[config.mk]
export PLATFORM = sky130hd
export DESIGN_NAME = tmds_channel_encoder
export DESIGN_NICKNAME = d
export VERILOG_FILES = /design/src/rtl/video_pkg.sv /design/src/rtl/tmds_channel_encoder.sv
export SDC_FILE = /design/constraint.sdc
export NUM_CORES = 1
export LEC_CHECK = 0
export CAP_MARGIN = 20
export CELL_PAD_IN_SITES_DETAIL_PLACEMENT = 1
export CELL_PAD_IN_SITES_GLOBAL_PLACEMENT = 1
export CORE_UTILIZATION = 40
export CTS_CLUSTER_DIAMETER = 80
export DETAILED_ROUTE_END_ITERATION = 10
export MAX_ROUTING_LAYER = met4
export PLACE_DENSITY = 0.77
export SYNTH_ARGS = -nofsm -noshare
export SYNTH_HDL_FRONTEND = slang
export SYNTH_SLANG_ARGS = --single-unit
[constraint.sdc]
create_clock -name clk_i -period 7.6 [get_ports clk_i]
set_input_delay 1.9 -clock clk_i [delete_from_list [all_inputs] [get_ports clk_i]]
set_output_delay 1.9 -clock clk_i [all_outputs]
set_load 0.05 [all_outputs]
[src/rtl/video_pkg.sv]
// video_pkg: shared TMDS control tokens, symbol type and popcount helper
package video_pkg;

  typedef logic [9:0] tmds_symbol_t;

  localparam tmds_symbol_t TMDS_CTRL_00 = 10'b1101010100;
  localparam tmds_symbol_t TMDS_CTRL_01 = 10'b0010101011;
  localparam tmds_symbol_t TMDS_CTRL_10 = 10'b0101010100;
  localparam tmds_symbol_t TMDS_CTRL_11 = 10'b1010101011;

  function automatic logic [3:0] popcount8(input logic [7:0] v);
    logic [3:0] n;
    n = 4'd0;
    for (int i = 0; i < 8; i++) n = n + {3'd0, v[i]};
    return n;
  endfunction

endpackage

[src/rtl/tmds_channel_encoder.sv]
// tmds_channel_encoder: per-channel DVI/TMDS 8b/10b encoder with running disparity
module tmds_channel_encoder
  import video_pkg::*;
#(
  parameter bit REGISTER_INPUT = 1'b1
) (
  input  logic         clk_i,
  input  logic         rstn_i,
  input  logic [7:0]   data_i,
  input  logic [1:0]   ctrl_i,
  input  logic         de_i,
  output tmds_symbol_t tmds_o
);

  logic [7:0]        d;
  logic [1:0]        c;
  logic              e;
  logic [3:0]        n1d;
  logic              use_xnor;
  logic [8:0]        q_m;
  logic [3:0]        n1;
  logic signed [4:0] diff;
  logic signed [4:0] cnt;
  logic signed [4:0] cnt_n;
  tmds_symbol_t      sym_n;

  function automatic logic [7:0] chain(input logic [7:0] v, input logic x);
    logic [7:0] t;
    t[0] = v[0];
    for (int i = 1; i < 8; i++) t[i] = x ? ~(t[i-1] ^ v[i]) : (t[i-1] ^ v[i]);
    return t;
  endfunction

  if (REGISTER_INPUT) begin : g_in_reg
    // capture the pixel, control pair and enable together so they stay aligned
    always_ff @(posedge clk_i or negedge rstn_i)
      if (!rstn_i) begin
        d <= '0;
        c <= '0;
        e <= 1'b0;
      end else begin
        d <= data_i;
        c <= ctrl_i;
        e <= de_i;
      end
  end else begin : g_in_comb
    assign d = data_i;
    assign c = ctrl_i;
    assign e = de_i;
  end

  // transition minimisation: pick XOR or XNOR chain by ones count
  always_comb begin
    n1d      = popcount8(d);
    use_xnor = (n1d > 4'd4) || (n1d == 4'd4 && !d[0]);
    q_m      = {~use_xnor, chain(d, use_xnor)};
  end

  // DC balance: choose inversion from running disparity, control tokens reset it
  always_comb begin
    n1    = popcount8(q_m[7:0]);
    diff  = {n1, 1'b0} - 5'd8;
    sym_n = {1'b0, q_m};
    cnt_n = cnt;
    if (!e) begin
      sym_n = c == 2'b00 ? TMDS_CTRL_00 : c == 2'b01 ? TMDS_CTRL_01 :
              c == 2'b10 ? TMDS_CTRL_10 : TMDS_CTRL_11;
      cnt_n = 5'sd0;
    end else if (cnt == 5'sd0 || diff == 5'sd0) begin
      sym_n = {~q_m[8], q_m[8], q_m[8] ? q_m[7:0] : ~q_m[7:0]};
      cnt_n = cnt + (q_m[8] ? diff : -diff);
    end else if ((cnt > 5'sd0 && diff > 5'sd0) || (cnt < 5'sd0 && diff < 5'sd0)) begin
      sym_n = {1'b1, q_m[8], ~q_m[7:0]};
      cnt_n = cnt + $signed({3'b000, q_m[8], 1'b0}) - diff;
    end else begin
      sym_n = {1'b0, q_m[8], q_m[7:0]};
      cnt_n = cnt + diff - $signed({3'b000, ~q_m[8], 1'b0});
    end
  end

  // output symbol and running disparity register
  always_ff @(posedge clk_i or negedge rstn_i)
    if (!rstn_i) begin
      tmds_o <= TMDS_CTRL_00;
      cnt    <= 5'sd0;
    end else begin
      tmds_o <= sym_n;
      cnt    <= cnt_n;
    end

endmodule

==> metrics <==
status complete, no violations; clk buf depth 2; yosys warns 0; Post-route DRC 0; Die W 73.8 microns; r2r startpoint d[0]; total grt overflow 0; Max-cap violations 0; DRT antenna net count 0; Root Driver clkbuf_8; Core Box Area 0.00485 sq mm; Ports 23; critical path's top delay family adder cells; Initial Util 0.425; register area share after synthesis 0.306; routed length per instance 15.7 microns; initial DRC count 54; Mapped Cells 195; fin crit period 7270 ps; synth cell count leaders 34 x inv_1, 23 x ha_1, 23 x xnor2_1; Worst slew margin 0.653; first-pass GRT wire length 7690 microns; final setup violation count 0; synth top area cells dfrtp_1 24%, ha_1 14%, fa_1 13%; Num CTS Buffers 3; GP Congestion 0.827; CTS tree yes; IO buf count 22; Syn-to-layout area delta 23.2%; cells on worst reg2reg path 27; Die Footprint 0.00545 sq mm; CP Max Fanout 4; worst setup path end cnt[4]; R2R setup slack 330 ps; final net count 278; die height 73.8 microns; number of diodes 0; crit path launch d[0]; flop and latch count out of synthesis 25; Post-Syn Area per Cell 10.6 sq um; initial antenna violation count 0; ys async rst share 1.00; Peak Freq 137 MHz; post-synthesis cell type count 38; largest net degree at the start of global routing 26; post-synth top area share 0.243; H-Tree Depth 1; number of flops mapped to enable cells by yosys 0; vias per inst 4.92; CP arrival 7470 ps; total clock sinks 25; ys flop type dfrtp_1; leading area contributor after synthesis dfrtp_1; critical path endpoint category flop; max incr delay on CP 630 ps; Worst Setup Start Kind flop; Period Utilization, post-route 0.957; worst slew pin tran 518 ps; Final Max Slew Viols 0; share of post-route cells with drive strength above 1 0.175; Most common cell on crit path fa_1; Worst-Skew Late Latency 280 ps; Total GRT Usage 0.194; Detail Placement HPWL 3820 microns; vias in the first global route 1,585; WP data required 7790 ps; CP Depth 27; Clock transition at path regs 100 ps; Hold WC Path Type reg2reg; Worst R2R End cnt[4]; drt pass-1 iters 4; count leader, synth inv_1; endpoints failing hold 0; Post-Syn Area 0.00206 sq mm; Fin Clk Skew 8.67 ps; Total Routed Length 4630 microns; row cnt 25; Crit Path Category reg2reg; Setup Total Neg Slack 0 ps; Vias 1,451; syn_nets 244; Buf+Inv Stages, Crit Path 6; hold-fix buffers at CTS 0; Critical-path top delay cell fa_2
==> worst min-delay path by stage <==
| stage | start | to | cells past startpoint |
|---|---|---|---|
| floorplan | d[0] | tmds_o[0] | 2 |
| global placement | e | tmds_o[8] | 1 |
| detailed placement | e | tmds_o[2] | 1 |
| CTS | e | tmds_o[2] | 1 |
| global route | e | tmds_o[6] | 1 |
| finish | e | tmds_o[2] | 1 |
==> repair_timing <==
item	CTS	global route
buffers inserted	0	4
pin swaps	0	7
endpoints found under the setup margin	1	1
resized for setup	1	15
==> per-layer routing <==
| layer | part of all wire | vias up | routed length (microns) | track usage |
|---|---|---|---|---|
| met2 | 0.53 | 12 | 2430 | 0.331 |
| li1 | - | 697 | - | - |
| met1 | 0.45 | 738 | 2080 | 0.248 |
| met5 | 0 | - | 0 | - |
| met3 | 0.015 | 4 | 71 | 0.0247 |
| met4 | 0.0082 | 0 | 38 | 0.0385 |
==> final cells by class <==
class | count | area [sq um]
fill | 530 | 2310
timing repair buffer | 33 | 324
inverter | 36 | 135
multi-input combinational | 130 | 1320
tap | 67 | 83.8
clock buffer | 3 | 41.3
clock inverter | 1 | 8.76
sequential | 25 | 632
==> flip-flops by register name (all words and copies together), names as in the netlist <==
name,flops
c,2
e,1
tmds_o,10
d,8
cnt,4
==> kinds of logic (layout without fill, tap and decap cells) <==
logic type                 count (synthesis)  in the layout  synth area share
xor gates and xnor gates                  30             30             0.161
AOI/OAI and AO/OA                         35             35             0.104
muxes                                      4              4            0.0243
and+or+nand+nor                           25             25            0.0637
adders and majority gates                 36             36             0.266
buffers and inverters                     40             73            0.0740
DFF                                       25             25             0.306
==> cells in the final DEF (no fill, tap or decap), drive strengths merged, types with 4 or more instances in the layout <==
master	netlist	routed
dfrtp	20	20
dfstp	5	5
fa	13	13
nor2	5	5
a211oi	5	5
ha	23	23
inv	34	36
a21oi	10	10
xor2	4	4
o21ai	11	11
buf	2	10
clkbuf	2	4
clkdlybuf4s50	0	22
nand2	4	4
xnor2	25	25
==> metrics by stage <==
step / setup slack [ps] / util / hold slack, ps / cell area, sq um / cells
after floorplan: 41.3 / - / 585 / 2060 / 195
final: 326 / 0.524 / 630 / 2540 / 295
after CTS: 9.77 / 0.505 / 613 / 2450 / 290
after detailed placement: 16.8 / 0.494 / 597 / 2390 / 286
after global placement: 176 / 0.494 / 589 / 2390 / 286
after global routing: -13.8 / 0.524 / 663 / 2540 / 295
Power is not shown: default switching activity piles up to over one toggle a cycle in this logic, so the estimate is an artifact.
